$ cat src/rtl/uart_rx_frame.sv
// UART frame receiver: 2-flop line synchronizer, oversampled start/data/parity/stop
// recovery, and a one-entry holding register with valid/ack handshake and overrun pulse.
module uart_rx_frame #(
    parameter int OVERSAMPLE = 16,
    parameter bit PARITY_EN  = 1'b1
) (
    input  logic       clk,
    input  logic       rst,
    input  logic       rx,
    input  logic       sample_tick,
    input  logic       p_sel,
    input  logic       data_ack,
    output logic [7:0] data_out,
    output logic       data_valid,
    output logic       parity_err,
    output logic       frame_err,
    output logic       overrun_err,
    output logic       rx_busy
);
    localparam int CW = $clog2(OVERSAMPLE);
    localparam logic [CW-1:0] CNT_MID = CW'(OVERSAMPLE / 2 - 1);
    localparam logic [CW-1:0] CNT_END = CW'(OVERSAMPLE - 1);

    localparam logic [2:0] S_IDLE   = 3'd0;
    localparam logic [2:0] S_START  = 3'd1;
    localparam logic [2:0] S_DATA   = 3'd2;
    localparam logic [2:0] S_PARITY = 3'd3;
    localparam logic [2:0] S_STOP   = 3'd4;

    logic          rx_meta_q;
    logic          rx_s_q;
    logic [2:0]    state_q, state_d;
    logic [CW-1:0] cnt_q, cnt_d;
    logic [2:0]    idx_q, idx_d;
    logic [7:0]    shift_q, shift_d;
    logic          perr_q, perr_d;
    logic          done;

    logic [7:0]    data_q;
    logic          valid_q;
    logic          perr_out_q;
    logic          ferr_out_q;
    logic          overrun_q;

    // Both synchronizer flops reset to the idle level so reset never looks like a start bit.
    always_ff @(posedge clk) begin
        if (rst) begin
            rx_meta_q <= 1'b1;
            rx_s_q    <= 1'b1;
        end else begin
            rx_meta_q <= rx;
            rx_s_q    <= rx_meta_q;
        end
    end

    always_comb begin
        state_d = state_q;
        cnt_d   = cnt_q;
        idx_d   = idx_q;
        shift_d = shift_q;
        perr_d  = perr_q;
        done    = 1'b0;
        if (sample_tick) begin
            case (state_q)
                S_IDLE: begin
                    if (!rx_s_q) begin
                        cnt_d   = '0;
                        state_d = S_START;
                    end
                end
                S_START: begin
                    if (cnt_q == CNT_MID) begin
                        if (!rx_s_q) begin
                            cnt_d   = '0;
                            idx_d   = 3'd0;
                            state_d = S_DATA;
                        end else begin
                            state_d = S_IDLE;
                        end
                    end else begin
                        cnt_d = cnt_q + 1'b1;
                    end
                end
                S_DATA: begin
                    if (cnt_q == CNT_END) begin
                        shift_d[idx_q] = rx_s_q;
                        cnt_d          = '0;
                        if (idx_q == 3'd7) begin
                            state_d = PARITY_EN ? S_PARITY : S_STOP;
                        end else begin
                            idx_d = idx_q + 3'd1;
                        end
                    end else begin
                        cnt_d = cnt_q + 1'b1;
                    end
                end
                S_PARITY: begin
                    if (cnt_q == CNT_END) begin
                        perr_d  = rx_s_q != (p_sel ? ^shift_q : ~^shift_q);
                        cnt_d   = '0;
                        state_d = S_STOP;
                    end else begin
                        cnt_d = cnt_q + 1'b1;
                    end
                end
                S_STOP: begin
                    // Leave at mid-stop-bit so a back-to-back start edge is not missed.
                    if (cnt_q == CNT_END) begin
                        done    = 1'b1;
                        cnt_d   = '0;
                        state_d = S_IDLE;
                    end else begin
                        cnt_d = cnt_q + 1'b1;
                    end
                end
                default: state_d = S_IDLE;
            endcase
        end
    end

    always_ff @(posedge clk) begin
        if (rst) begin
            state_q <= S_IDLE;
            cnt_q   <= '0;
            idx_q   <= 3'd0;
            shift_q <= 8'h00;
            perr_q  <= 1'b0;
        end else begin
            state_q <= state_d;
            cnt_q   <= cnt_d;
            idx_q   <= idx_d;
            shift_q <= shift_d;
            perr_q  <= perr_d;
        end
    end

    // Holding register: a completing frame wins over an ack in the same cycle.
    always_ff @(posedge clk) begin
        if (rst) begin
            data_q     <= 8'h00;
            valid_q    <= 1'b0;
            perr_out_q <= 1'b0;
            ferr_out_q <= 1'b0;
            overrun_q  <= 1'b0;
        end else begin
            overrun_q <= 1'b0;
            if (done) begin
                if (!valid_q || data_ack) begin
                    data_q     <= shift_q;
                    perr_out_q <= PARITY_EN ? perr_q : 1'b0;
                    ferr_out_q <= ~rx_s_q;
                    valid_q    <= 1'b1;
                end else begin
                    overrun_q <= 1'b1;
                end
            end else if (data_ack) begin
                valid_q <= 1'b0;
            end
        end
    end

    assign data_out    = data_q;
    assign data_valid  = valid_q;
    assign parity_err  = perr_out_q;
    assign frame_err   = ferr_out_q;
    assign overrun_err = overrun_q;
    assign rx_busy     = (state_q != S_IDLE);
endmodule
$ cat config.mk
export PLATFORM = sky130hd
export DESIGN_NAME = uart_rx_frame
export DESIGN_NICKNAME = d
export VERILOG_FILES = /design/src/rtl/uart_rx_frame.sv
export SDC_FILE = /design/constraint.sdc
export NUM_CORES = 1
export LEC_CHECK = 0
export BUFFER_PORTS_ARGS = -buffer_cell sky130_fd_sc_hd__buf_2
export CORE_ASPECT_RATIO = 1.2
export CORE_UTILIZATION = 53
export DETAILED_ROUTE_END_ITERATION = 12
export GPL_ROUTABILITY_DRIVEN = 0
export PLACE_DENSITY = 0.74
export SYNTH_ARGS = -nofsm -noshare
export SYNTH_HDL_FRONTEND = slang
export SYNTH_SLANG_ARGS = --single-unit
$ cat constraint.sdc
create_clock -name clk -period 5.7 [get_ports clk]
set_clock_uncertainty 0.2 [all_clocks]
set_input_delay 0.57 -clock clk [delete_from_list [all_inputs] [get_ports clk]]
set_output_delay 0.57 -clock clk [all_outputs]
set_load 0.01 [all_outputs]
; Yosys cells after proc, flatten, opt, wreduce, memory -nomap -nowiden
; Index checks and enable logic that the tools add are counted.
[classes]
add_sub_neg = 2
multipliers = 0
n_div = 0
order_cmp = 2
eq_ne = 17
n_shift = 0
mux = 28
bitwise = 2
n_reduce_logical = 19
[op_table]
columns = op, count
row1 = 3-bit 2-to-1 mux, 10
row2 = 2-bit inequality test (second input constant), 8
row3 = 3-bit one-hot mux with 5 select lines, 1
row4 = 4-bit 2-to-1 mux, 3
row5 = 4-bit one-hot mux with 3 select lines, 1
row6 = 1-bit 2-to-1 mux, 9
row7 = 8-bit bitwise mux, 1
row8 = 8-bit XNOR reduction, 1
row9 = 8-bit XOR reduction, 1
row10 = 7-bit AND reduction, 1
row11 = 3-bit by 2-bit == test with 1-bit output (second input constant), 2
row12 = 3-bit == test (second input constant), 2
row13 = 3-bit one-hot mux with 2 select lines, 1
row14 = 2-bit AND reduction, 3
row15 = 3-bit AND reduction, 2
row16 = 6-bit AND reduction, 1
row17 = 3-bit nonzero test, 2
row18 = 4-bit by 1-bit adder with 4-bit output (second input constant), 1
row19 = 4-bit by 3-bit == test with 1-bit output (second input constant), 1
row20 = 4-bit == test (second input constant), 1
row21 = 3-bit by 4-bit < comparator with 1-bit output (second input constant), 1
row22 = 2-bit nonzero test, 2
row23 = 3-bit by 1-bit adder with 3-bit output (second input constant), 1
row24 = 1-bit demux with 3-bit select, 1
row25 = other kinds (12), 13
[totals]
regBits = 33
latchBits = 0
ramBits = 0
romBits = 0
in_bits = 6
out_inout_bits = 13
n_memories = 0

; Logic depth before layout (Yosys ltp)
[logic_depth]
ltp_word = 6
mapped_depth = 6
mapped_depth_nobuf = 6

; Worst setup path after synthesis
; Ideal clock, no wire load.
[synth_path]
path_kind = input-to-reg
from = in sample_tick
to = reg perr_q
setup_time_ps = 122
arrival_time_ps = 1603
setup_slack_ps = 3775
stages = 6
cell_sequence = buf_4 > and4_1 > buf_2 > nand4b_1 > nor3b_1 > a221o_1
[synth_between]
elab_chain_cells = 1
[synth_rtl]
columns = element, line_no
row1 = from (decl), 10  ; input logic sample_tick,
row2 = 3-bit AND reduction (no line), -
row3 = to (signal assigned), 133  ; perr_q <= perr_d;
row4 = to (decl), 36  ; logic perr_q, perr_d;
; Every way passes these cells.
; A chain may end at the register's enable or synchronous reset.

; Worst setup path after layout
[layout_path]
from = reg cnt_q[0]
to = reg data_q[1] (netlist: data_out[1])
[layout_between]
elab_chain_cells = 5
[layout_rtl]
columns = element, line_no
row1 = from (decl), 33  ; logic [CW-1:0] cnt_q, cnt_d;
row2 = from (signal assigned), 130  ; cnt_q <= cnt_d;
row3 = 4-bit == test, 108  ; if (cnt_q == CNT_END) begin
row4 = 1-bit 2-to-1 mux, 108
row5 = 1-bit 2-to-1 mux, 64  ; case (state_q)
row6 = 1-bit 2-to-1 mux, 63  ; if (sample_tick) begin
row7 = 2-bit AND reduction (no line), -
row8 = to (signal assigned), 149  ; data_q <= shift_q;
row9 = to (decl), 39  ; logic [7:0] data_q;
; Every way passes these cells.

==> impl_metrics.env <==
export IMPL_outcome="finished clean"
export IMPL_synth_cells=184
export IMPL_detail_route_wirelength_um=3380
export IMPL_detailedRoute_firstPassIterationCount=4
export IMPL_placeableCoreArea_um2=3060
export IMPL_main_combinational_cell_family_by_area_after_synthesis="simple AND/OR/NAND/NOR gates"
export IMPL_io_buffers=18
export IMPL_drv_max_cap_violation_count=0
export IMPL_postCtsResizedCells=0
export IMPL_via_count=1356
export IMPL_synth_adder_area_share_pct=2.23
export IMPL_netlist_top_cells_area="dfxtp_1 39%, mux2i_1 11%, nor2_1 5.3%"
export IMPL_synth_lib_cells_used_distinct=45
export IMPL_initial_antenna_violation_count=0
export IMPL_setup_worst_path_start_class="register"
export IMPL_synth_fp_nets=193
export IMPL_comb_power_share_pct=6.3
export IMPL_die_area_um2=3410
export IMPL_max_stage_delay_ns=0.63
export IMPL_stdcell_count=232
export IMPL_seq_power_share_pct=60.3
export IMPL_ys_warn_count=0
export IMPL_clk_transition_reported_paths_ns=0.10
export IMPL_worst_path_max_delay_cell="and3_1"
export IMPL_die_h_um=63.8
export IMPL_yosysMostFrequentCell="dfxtp_1"
export IMPL_chip_width_um=53.5
export IMPL_synth_ff_latch_count=33
export IMPL_cts_tree="yes"
export IMPL_async_flop_share_pct=0
export IMPL_track_usage_pct=22.5
export IMPL_met1_track_usage_gr_pct=25.1
export IMPL_cts_inserted_buffers=5
export IMPL_synth_compound_area_share_pct=13.1
export IMPL_dp_hpwl_um=2380
export IMPL_arrival_ns=2.42
export IMPL_area_growth_pct=7.21
export IMPL_cp_required_ns=5.70
export IMPL_synth_largest_type_area_fraction_pct=39.2
export IMPL_largest_net_degree_at_the_start_of_global_routing=36
export IMPL_slew_headroom_pct=58.1
export IMPL_ys_seq_area_share_pct=39.2
export IMPL_avgViaCountPerCell=5.84
export IMPL_internal_power_mw=0.300
export IMPL_grt_met2_usage_pct=37.0
export IMPL_post_route_period_util_pct=42.5
export IMPL_route_detailed_wl_per_inst_um=14.5
export IMPL_worst_path_dominant_cell_family="simple AND/OR/NAND/NOR gates"
export IMPL_tns_ns=0
export IMPL_total_power_mw=0.392
export IMPL_ports=19
export IMPL_fin_crit_ns=2.42
export IMPL_slew_viol_final=0
export IMPL_critical_path_endpoint_type="register"
export IMPL_crit_path_max_fanout=11
export IMPL_place_detailed_instances=225
export IMPL_synth_avg_cell_area_um2=9.15
export IMPL_p_clk_share_pct=33.3
export IMPL_vias_in_the_first_global_route=1285
export IMPL_clock_tree_htree_level_count=2
export IMPL_cts_post_setup_buffers_inserted=0
export IMPL_clock_sinks=33
export IMPL_synth_xor_area_share_pct=4.46
export IMPL_worstPathBufferInverterCount=0
export IMPL_initial_core_util_pct=55.1
export IMPL_cts_root_to_sink_buffers=2
export IMPL_achievable_frequency_mhz=413
export IMPL_post_route_cells_drive_above_1_share_pct=15.8
export IMPL_numnets_final=205
export IMPL_placement_rows=22
export IMPL_timing_final_setup_violations=0
export IMPL_ctsHoldBuffers=0
export IMPL_synth_area_mux_share_pct=10.7
export IMPL_detail_route_drc_violations=0
export IMPL_postRouteAntennaNets=0
export IMPL_rsz0062_at_grt="false"
export IMPL_antenna_cells=0
export IMPL_synth_area_leader_cell="dfxtp_1"
export IMPL_synth_edf_count=0
export IMPL_grt_met3_usage_pct=6.67
export IMPL_classification_of_the_worst_slack_hold_path="in -> reg"
export IMPL_hold_slack_ns=0.216
export IMPL_worstSkewPairLatency_ns=0.33
export IMPL_synth_main_ff_cell="dfxtp_1"
export IMPL_cell_chain_of_the_critical_path="ha_1, and4_1, and3_1, mux2i_1, nor2_1"
export IMPL_ir_worst_vdd_v=0.000156
export IMPL_drt_iter0_markers=30
export IMPL_power_leakage_nw=0.736
export IMPL_grt_pass1_wl_um=5550
export IMPL_swShare_pct=23.5
export IMPL_synth_simple_gate_area_share_pct=25.3
export IMPL_setup_worst_path_class="reg -> reg"
export IMPL_globalRoute_busiestLayer="met2"
export IMPL_synth_common_cells="33 x dfxtp_1, 24 x nor2_1, 18 x mux2i_1, 10 x a21oi_1, 7 x o21ai_0"
export IMPL_post_synth_instance_area_um2=1680
export IMPL_gr_total_overflow=0
export IMPL_power_density_nw_per_um2=217
export IMPL_switching_power_mw=0.0919
export IMPL_clock_tree_root_cell="clkbuf_4"
export IMPL_tightestPinTransition_ns=0.626
export IMPL_hold_viol_final=0
-- final timing paths --
kind                            cells after the start                       end             startpoint  slack [ns]
worst max-delay path                                5  data_out[1]$_SDFFE_PP0P_  cnt_q[0]$_SDFFE_PP0P_        3.28
worst min register to register                      1         rx_s_q$_SDFF_PP1_   rx_meta_q$_SDFF_PP1_        0.22
worst max register to register                      5  data_out[1]$_SDFFE_PP0P_  cnt_q[0]$_SDFFE_PP0P_        3.28
worst min-delay path                                2      rx_meta_q$_SDFF_PP1_                     rx        0.22
-- metal layers --
metal,up-vias,part of all wire [%]
li1,684,-
met1,645,44
met2,19,51
met3,8,3.1
met4,0,2.3
met5,-,0
-- flip-flops by register name (all words and copies together) (netlist names), 3 cells and up --
name and flops:
data_out 8, shift_q 8, cnt_q 4, idx_q 3, state_q 3
-- cells in the final DEF (no fill, tap or decap), types with 3 or more instances in the layout --
cell,Yosys,final
a21oi_1,10,10
buf_2,4,18
clkbuf_4,0,5
dfxtp_1,33,33
ha_1,3,3
inv_1,4,4
mux2i_1,18,18
nand2_1,6,6
nand4_1,5,5
nand4b_1,4,4
nor2_1,24,24
nor2b_1,4,4
o211ai_1,5,5
o21ai_0,7,7
o21ai_1,4,4
or3_1,3,3
xnor2_1,5,5
-- final cells by class --
class,count,area (um2)
clock buffers,7,55.1
fillers,276,1250
inverters,4,15.0
multi-input cells,134,940
flip-flops and latches,33,661
well taps,36,45.0
repair buffers,18,90.1
-- power by group through the flow --
stage,clock network (mW),registers (mW),logic (mW)
3_5_place_dp,0,0.242,0.0247
5_1_grt,0.144,0.237,0.0273
4_1_cts,0.136,0.236,0.0248
2_1_floorplan,0,0.239,0.0225
6_report,0.131,0.236,0.0248
3_3_place_gp,0,0.241,0.0235
-- per-stage QoR --
step	worst slack (ns)	area, um2	util (%)
CTS	3.27	1810	59.1
detailed placement	3.23	1750	57.3
finish	3.28	1810	59.1
global route	3.13	1810	59.1
floorplan	3.78	1680	-
global placement	3.33	1750	57.3
-- cells by family after synthesis --
family	count (synthesis)
XOR/XNOR	7
adder cells (fa/ha/maj)	3
buffers and inverters	17
multiplexers	18
flip-flops	33
AND/OR/NAND/NOR	71
AO/OA/AOI/OAI	35
No activity file was read; power rests on OpenSTA's default activity.
